==> config.mk <==
export PLATFORM = sky130hd
export DESIGN_NAME = pkt_chan_bridge
export DESIGN_NICKNAME = d
export VERILOG_FILES = /design/src/rtl/pkt_chan_bridge.sv
export SDC_FILE = /design/constraint.sdc
export NUM_CORES = 1
export LEC_CHECK = 0
export BUFFER_PORTS_ARGS = -buffer_cell sky130_fd_sc_hd__buf_2
export CORE_ASPECT_RATIO = 1.5
export CORE_MARGIN = 3
export CORE_UTILIZATION = 56
export DETAILED_ROUTE_END_ITERATION = 8
export PLACE_DENSITY = 0.77
export SYNTH_ARGS = -nofsm -noshare
export SYNTH_HDL_FRONTEND = slang
export SYNTH_SLANG_ARGS = --single-unit
==> constraint.sdc <==
create_clock -name nvdla_core_clk -period 9.5 [get_ports nvdla_core_clk]
set_clock_uncertainty 0.2 [all_clocks]
set_input_delay 0.475 -clock nvdla_core_clk [delete_from_list [all_inputs] [get_ports nvdla_core_clk]]
set_output_delay 0.475 -clock nvdla_core_clk [all_outputs]
set_load 0.005 [all_outputs]
==> src/rtl/pkt_chan_bridge.sv <==
// rtl/pkt_chan_bridge.sv - multi-channel FIFO bridge arbitrating producers onto one registered put port
// Each channel owns a small FIFO; a single output register is refilled by a round-robin or fixed-priority arbiter.
module pkt_chan_bridge #(
   parameter int NCHAN    = 4,
   parameter int DATA_W   = 32,
   parameter int DEPTH    = 4,
   parameter int CNT_W    = 16,
   parameter int ARB_MODE = 0
) (
   input  logic                       nvdla_core_clk,
   input  logic                       nvdla_core_rstn,
   input  logic [NCHAN-1:0]           in_valid,
   output logic [NCHAN-1:0]           in_ready,
   input  logic [NCHAN*DATA_W-1:0]    in_data,
   output logic                       out_valid,
   input  logic                       out_ready,
   output logic [DATA_W-1:0]          out_data,
   output logic [$clog2(NCHAN)-1:0]   out_chan,
   output logic [CNT_W-1:0]           xfer_cnt,
   output logic [NCHAN-1:0]           fifo_empty
);
   localparam int CH_W  = $clog2(NCHAN);
   localparam int PTR_W = $clog2(DEPTH);
   localparam int CW    = PTR_W + 1;

   logic [DATA_W-1:0] mem    [NCHAN][DEPTH];
   logic [PTR_W-1:0]  wr_ptr [NCHAN];
   logic [PTR_W-1:0]  rd_ptr [NCHAN];
   logic [CW-1:0]     count  [NCHAN];
   logic [CH_W-1:0]   rr_ptr;
   logic [CH_W-1:0]   grant_idx;
   logic              grant_any;
   logic              slot_free;
   logic [NCHAN-1:0]  push;
   logic [NCHAN-1:0]  pop;

   // Readiness comes only from registered counts, so out_ready never reaches in_ready.
   always_comb begin
      in_ready   = '0;
      fifo_empty = '0;
      for (int i = 0; i < NCHAN; i++) begin
         in_ready[i]   = (count[i] != CW'(DEPTH));
         fifo_empty[i] = (count[i] == '0);
      end
   end

   assign slot_free = !out_valid || out_ready;

   always_comb begin
      int idx;
      idx       = 0;
      grant_any = 1'b0;
      grant_idx = '0;
      if (ARB_MODE == 1) begin
         for (int i = NCHAN - 1; i >= 0; i--) begin
            if (count[i] != '0) begin
               grant_any = 1'b1;
               grant_idx = CH_W'(i);
            end
         end
      end else begin
         for (int k = 0; k < NCHAN; k++) begin
            idx = int'(rr_ptr) + k;
            if (idx >= NCHAN) idx = idx - NCHAN;
            if (!grant_any && count[idx] != '0) begin
               grant_any = 1'b1;
               grant_idx = CH_W'(idx);
            end
         end
      end
   end

   always_comb begin
      push = '0;
      pop  = '0;
      for (int i = 0; i < NCHAN; i++) begin
         push[i] = in_valid[i] && in_ready[i];
         pop[i]  = slot_free && grant_any && (grant_idx == CH_W'(i));
      end
   end

   always_ff @(posedge nvdla_core_clk) begin
      for (int i = 0; i < NCHAN; i++) begin
         if (push[i]) mem[i][wr_ptr[i]] <= in_data[i*DATA_W +: DATA_W];
      end
   end

   always_ff @(posedge nvdla_core_clk or negedge nvdla_core_rstn) begin
      if (!nvdla_core_rstn) begin
         for (int i = 0; i < NCHAN; i++) begin
            wr_ptr[i] <= '0;
            rd_ptr[i] <= '0;
            count[i]  <= '0;
         end
      end else begin
         for (int i = 0; i < NCHAN; i++) begin
            if (push[i]) wr_ptr[i] <= wr_ptr[i] + PTR_W'(1);
            if (pop[i])  rd_ptr[i] <= rd_ptr[i] + PTR_W'(1);
            if (push[i] && !pop[i])      count[i] <= count[i] + CW'(1);
            else if (!push[i] && pop[i]) count[i] <= count[i] - CW'(1);
         end
      end
   end

   // Output slot: refilled whenever it is empty or being drained this cycle.
   always_ff @(posedge nvdla_core_clk or negedge nvdla_core_rstn) begin
      if (!nvdla_core_rstn) begin
         out_valid <= 1'b0;
         out_data  <= '0;
         out_chan  <= '0;
         xfer_cnt  <= '0;
         rr_ptr    <= '0;
      end else begin
         if (out_valid && out_ready) xfer_cnt <= xfer_cnt + CNT_W'(1);
         if (slot_free) begin
            if (grant_any) begin
               out_valid <= 1'b1;
               out_data  <= mem[grant_idx][rd_ptr[grant_idx]];
               out_chan  <= grant_idx;
               if (ARB_MODE == 0)
                  rr_ptr <= (grant_idx == CH_W'(NCHAN - 1)) ? '0 : grant_idx + CH_W'(1);
            end else begin
               out_valid <= 1'b0;
            end
         end
      end
   end
endmodule

==> impl_metrics.toml, run 1 <==
[drt]
routedWlPerCell_um = 25.72
drc_errors = 0
detail_route.iter0.violations = 1535
vias_per_cell = 6.253
dr_total_vias = 15550
dr.pass1.iters = 5
ant_nets = 0
wl_um = 63950

[timing]
hold_viol = 0
fmax_ghz = 0.1813
max_slew_margin_pct = 26.03
setup_tns_ns = 0
period_needed_ns = 5.517
grt_setup_unrepaired = "no"
slew_violations = 0
tightest_slew_ns = 1.108
fin_crit_sh_pct = 58.08
setup_viol = 0

[worst_hold_path]
hold_path_end = "out_valid"
hp-start = "out_ready"
hold_depth = 3
min_path_type = "input port to flip-flop"

[logic_synthesis]
synth_top_area_share_pct = 63.10
syn_nets = 1744
synthFlopType = "edfxtp_1"
yosysSeqAreaShare_pct = 71.42
synth_edf_count = 512
synth.ff_latch_count = 593
syn_area_um2 = 24360
synth.distinct_cells = 46
yosysTopAreaCell = "edfxtp_1"
yosysWarnings = 0
synthArstFlopShare_pct = 13.66
synth_top_cells_by_area = "edfxtp_1 63%, dfrtp_1 8.3%, mux2i_1 6.5%, a211oi_1 2.9%, a21oi_1 2.6%"
synth.most_common_cell = "edfxtp_1"
synth_commonest_cells = "512 x edfxtp_1, 159 x mux2i_1, 154 x nand2_1, 129 x a21oi_1, 94 x a211oi_1"
synth.avg_cell_area_um2 = 15.42
syn-instance-count = 1580

[final_layout]
antenna_cells = 0
drive_above_1_share_pct = 19.26
final_nets = 2036
areaGrowthSynthToFinish_pct = 17.97

[power_and_ir_drop]
ir_drop_v = 0.0004505
combPwrFrac_pct = 44.9
power.density_nw_per_um2 = 369.5
pwr-share-clk_pct = 19.8
seqPwrFrac_pct = 35.3
total_power_mw = 10.62
p_sw_mw = 4.258
internal_power_mw = 6.360
p_leak_nw = 10.69
netSwitchingFraction_pct = 40.10

[grt]
grt_pass1_wl_um = 94560
antenna_found_initial = 1
grt_pass1_vias = 15730
grt_max_degree = 138
overflow = 0
track_usage_pct = 27.30

[floorplan]
die_y_um = 261.5
start_util_pct = 56.74
core_area_um2 = 42940
num_rows = 93
die_w_um = 176.3
io_pins = 194
fp.dieArea_um2 = 46100

[setup_path]
crit_path_start = "count[7]"
reg2reg_to = "out_data[30]"
cp_data_required_time_ns = 9.78
crit_buf_inv = 1
r2r-start = "count[7]"
critical-path-slowest-cell = "and2_4"
critical_path_class = "flip-flop to flip-flop"
cp_max_fo = 137
slowest_delay_ns = 0.96
cp_cell_sequence = "nor3_1, nand2_2, o211a_4, clkinv_8, a211o_4, and2_4, mux2i_1, a211oi_1"
r2r_slack_ns = 3.98
cp_data_arrival_time_ns = 5.80
endpoint_kind = "flip-flop"
cpLargestDelayFamily = "simple AND/OR/NAND/NOR gates"
reg2reg_depth = 8
worstSetupStartpointType = "flip-flop"

[placement]
routabilityCongestion = 0.8071
place_hpwl_um = 35630
portBuffers = 193

[clocking]
clk_pin_slew_worst_paths_ns = 0.07
cts-root-buf = "clkbuf_16"
post_cts_buffers = 0
clk_path_buf_depth = 3
clk_latency_ns = 0.58
cts_max_level = 2
cts.sinks = 593
cts_buffers = 53
cts_tree = "done"

[flow_run]
maxCapViolCount = 0

[outcome]
status = "finished clean"
## flip-flops by register name, summed over array words and instances (netlist names)
name	cells
out_valid	1
wr_ptr	8
mem	512
count	12
rr_ptr	2
out_chan	2
rd_ptr	8
xfer_cnt	16
out_data	32
## area by class of cell
class / count / area [um2]
clock inverter: 33 / 304.0
tap: 570 / 713.2
clock buffer: 66 / 1385
multi-input combinational: 857 / 6402
fill: 2890 / 14190
inverter: 21 / 96.34
timing repair buffer: 346 / 2440
sequential: 593 / 17400
## how the worst max path moves through the flow
stage                         to  slack [ns]  cells after the start
global route        out_data[30]        3.70                      8
floorplan              count[10]        6.07                     13
finish              out_data[30]        3.98                      8
CTS                 out_data[30]        4.08                      8
detailed placement  out_data[13]        4.10                      8
global placement     out_data[0]        4.31                      9
## through the flow
stage	hold slack, ns	util, %	cell area [um2]	setup WS, ns	std cells
floorplan	-0.02059	-	24360	6.067	1580
global placement	0.2590	60.00	25760	4.311	2258
detailed placement	0.2642	60.00	25760	4.096	2258
CTS	0.1081	66.94	28740	4.082	2486
global route	0.1655	66.94	28740	3.703	2486
finish	0.1347	66.94	28740	3.983	2486
## what timing repair did
action                    in CTS  in global routing
hold endpoints to repair     535                  0
resized for setup              0                  0
hold buffers                 129                  0
## cells by family (layout without fill, tap and decap cells)
kind of cell	count (synthesis)	in the layout	synth area share [%]
flops	593	593	71.42
compound gates	377	377	11.90
simple gates	248	248	4.262
mux	164	164	6.763
buf+inv	130	466	2.634
xor+xnor	39	39	1.402
fa+ha+maj	29	29	1.613
## power by group through the flow
stage	registers, mW	logic (mW)	clock network, mW
after floorplan	3.71	3.50	0
after global placement	3.76	4.52	0
after detailed placement	3.79	4.67	0
after CTS	3.74	4.73	2.12
after global routing	3.79	5.11	2.21
final	3.74	4.77	2.11
## layer usage
metal	global-route usage, %	up-vias	wire (um)
met3	3.452	212	4957
li1	-	6710	-
met1	34.38	7738	23180
met4	12.97	0	3196
met2	47.11	885	32620
met5	0	-	0
## cells in the final DEF (no fill, tap or decap), types with 3 or more instances in the layout
master | synthesis | layout
nor2_1 | 49 | 49
nand2_1 | 154 | 153
inv_6 | 0 | 3
clkinv_2 | 0 | 15
buf_4 | 9 | 25
nand3_1 | 8 | 7
and3_2 | 0 | 16
fa_1 | 4 | 4
edfxtp_1 | 512 | 512
o21ai_0 | 7 | 7
inv_1 | 16 | 15
inv_2 | 2 | 3
a221oi_2 | 29 | 29
a211oi_1 | 94 | 94
and2_0 | 4 | 4
a21oi_1 | 129 | 128
clkinv_1 | 1 | 7
o2111a_1 | 35 | 35
clkinvlp_4 | 0 | 4
bufinv_16 | 0 | 5
a211oi_2 | 4 | 4
clkbuf_1 | 46 | 12
mux2_2 | 5 | 5
xnor2_1 | 26 | 26
xor2_1 | 13 | 13
ha_1 | 25 | 25
buf_2 | 32 | 192
dlygate4sd3_1 | 0 | 129
a22oi_1 | 64 | 64
mux2i_1 | 159 | 159
dfrtp_1 | 81 | 81
nand4_1 | 5 | 5
clkbuf_16 | 0 | 53
## tightest hold or removal path, cell delays in order
cell and delay, ns:
buf_2 0.08, nand2b_1 0.17, nand4_1 0.12
Power figures use the tool's default switching activity.
==> inputs of run 2 (changes only) <==
CORE_UTILIZATION = 54   (was 56)
PLACE_DENSITY = 0.78   (was 0.77)
clock period = 4.52 ns   (was 9.5 ns; I/O delays follow)
==> run 2 against run 1 <==
- die area grew 3.6%
- routed wire length grew 2.1%
- non-clock buffer count grew 10
- critical path depth grew 1
- sequential cell count is the same
- maximum frequency grew 49%
- critical path type unchanged
- critical endpoint is now out_data[10]
- highest routed layer is now met5
==> impl_metrics.toml, run 2 (synthesized netlist as in run 1, its figures left out) <==
[clocking]
cts_hold_buf = 132
clk_path_buf_depth = 3
post_cts_buffers = 0
cts_tree = "done"
cts_max_level = 2
cts_resized = 0
cts-root-buf = "clkbuf_16"
cts_buffers = 51
cts.sinks = 593
clk_latency_ns = 0.58
clk_pin_slew_worst_paths_ns = 0.07

[floorplan]
fp.dieArea_um2 = 47760
die_w_um = 179.4
io_pins = 194
start_util_pct = 55.10
core_area_um2 = 44220
die_y_um = 266.2
num_rows = 94

[timing]
hold_viol = 0
setup_viol = 0
slew_violations = 0
whs_ns = 0.02953
tightest_slew_ns = 1.300
setup_tns_ns = 0
fmax_ghz = 0.2704
grt_setup_unrepaired = "no"
max_slew_margin_pct = 13.37
period_needed_ns = 3.698
fin_crit_sh_pct = 81.82
fin_ws_ns = 0.8219

[final_layout]
finish.utilization_pct = 65.52
areaGrowthSynthToFinish_pct = 18.92
multi_input_area_um2 = 6402
regArea_um2 = 17400
final_area_um2 = 28970
final_nets = 2044
nFillCells = 3047
largest_reg_flops = 512
drive_above_1_share_pct = 19.51
finalNonFillerCells = 2501
layout_common_cells = "512 x edfxtp_1, 192 x buf_2, 159 x mux2i_1"
mostFrequentLayoutCell = "edfxtp_1"

[drt]
ant_nets = 0
drc_errors = 0
routedWlPerCell_um = 26.11
wl_um = 65300
detail_route.iter0.violations = 1668
dr.pass1.iters = 6
dr_total_vias = 15610
vias_per_cell = 6.242

[placement]
place_hpwl_um = 37720
routabilityCongestion = 0.8443
dp.cells = 2271
pre_cts_ws_ns = 0.9150
portBuffers = 193
placed_cell_area_um2 = 25860

[outcome]
status = "finished clean"

[setup_path]
critical-path-slowest-cell = "buf_4"
critical_path_class = "flip-flop to flip-flop"
cp_data_required_time_ns = 4.76
reg2reg_depth = 9
reg2reg_to = "out_data[10]"
r2r-start = "count[10]"
worstSetupStartpointType = "flip-flop"
endpoint_kind = "flip-flop"
slowest_delay_ns = 0.51
cp_max_fo = 37
cp_data_arrival_time_ns = 3.93
cp_cell_sequence = "or3_1, a32oi_4, buf_4, o2111ai_1, o211ai_1, nand3_2, buf_4, a211oi_1, a211oi_1"
r2r_slack_ns = 0.82

[power_and_ir_drop]
power.density_nw_per_um2 = 787.4
ir_drop_v = 0.001025
p_leak_nw = 10.80
total_power_mw = 22.81

[grt]
track_usage_pct = 26.89
grt_pass1_vias = 16360
antenna_found_initial = 4
grt_max_degree = 114
overflow = 0
grt_pass1_wl_um = 97670

[worst_hold_path]
min_path_type = "input port to async pin"

[flow_run]
maxCapViolCount = 0
==> run 2: cell count changes in the layout (fill, tap and decap cells not counted) <==
cell / before / now
clkbuf_8: 1 / 3
buf_4: 25 / 29
clkbuf_1: 12 / 10
clkinvlp_4: 4 / 2
dlygate4sd3_1: 129 / 132
diode_2: 0 / 3
buf_12: 0 / 3
clkinv_1: 7 / 6
clkinv_2: 15 / 10
bufinv_16: 5 / 9
==> run 2: layer usage <==
| layer | wire length (um) | global-route usage [%] | vias up |
|---|---|---|---|
| li1 | - | - | 6743 |
| met1 | 23290 | 32.35 | 7732 |
| met2 | 32810 | 46.69 | 909 |
| met3 | 5361 | 4.739 | 225 |
| met4 | 3828 | 13.95 | 2 |
| met5 | 13 | 0 | - |
==> run 2: how the worst max path moves through the flow <==
stage,start,end
after floorplan,count[3],count[10]
after global placement,count[10],count[11]
after detailed placement,count[7],count[11]
after CTS,count[10],out_data[10]
after global routing,count[7],out_data[10]
final,count[10],out_data[10]
==> run 2: final cells by class <==
type | instances | area share [%]
antenna | 3 | 0.02591
clock buffer | 66 | 4.850
clock inverter | 29 | 1.313
inverter | 21 | 0.3325
multi-input combinational | 857 | 22.10
sequential | 593 | 60.06
tap | 576 | 2.487
timing repair buffer | 356 | 8.835
==> run 2: power breakdown <==
| part | internal [mW] | switching [mW] |
|---|---|---|
| clock | 2.72 | 1.93 |
| sequential | 7.34 | 0.528 |
| combinational | 3.67 | 6.64 |
| total | 13.7 | 9.10 |
==> run 2: worst max-delay path: cells and delay by family (launching register included) <==
kind | cells | cell delay [ns]
flip-flops | 1 | 0.42
buffers and inverters | 2 | 0.93
AND/OR/NAND/NOR | 2 | 0.86
AO/OA/AOI/OAI | 5 | 1.12
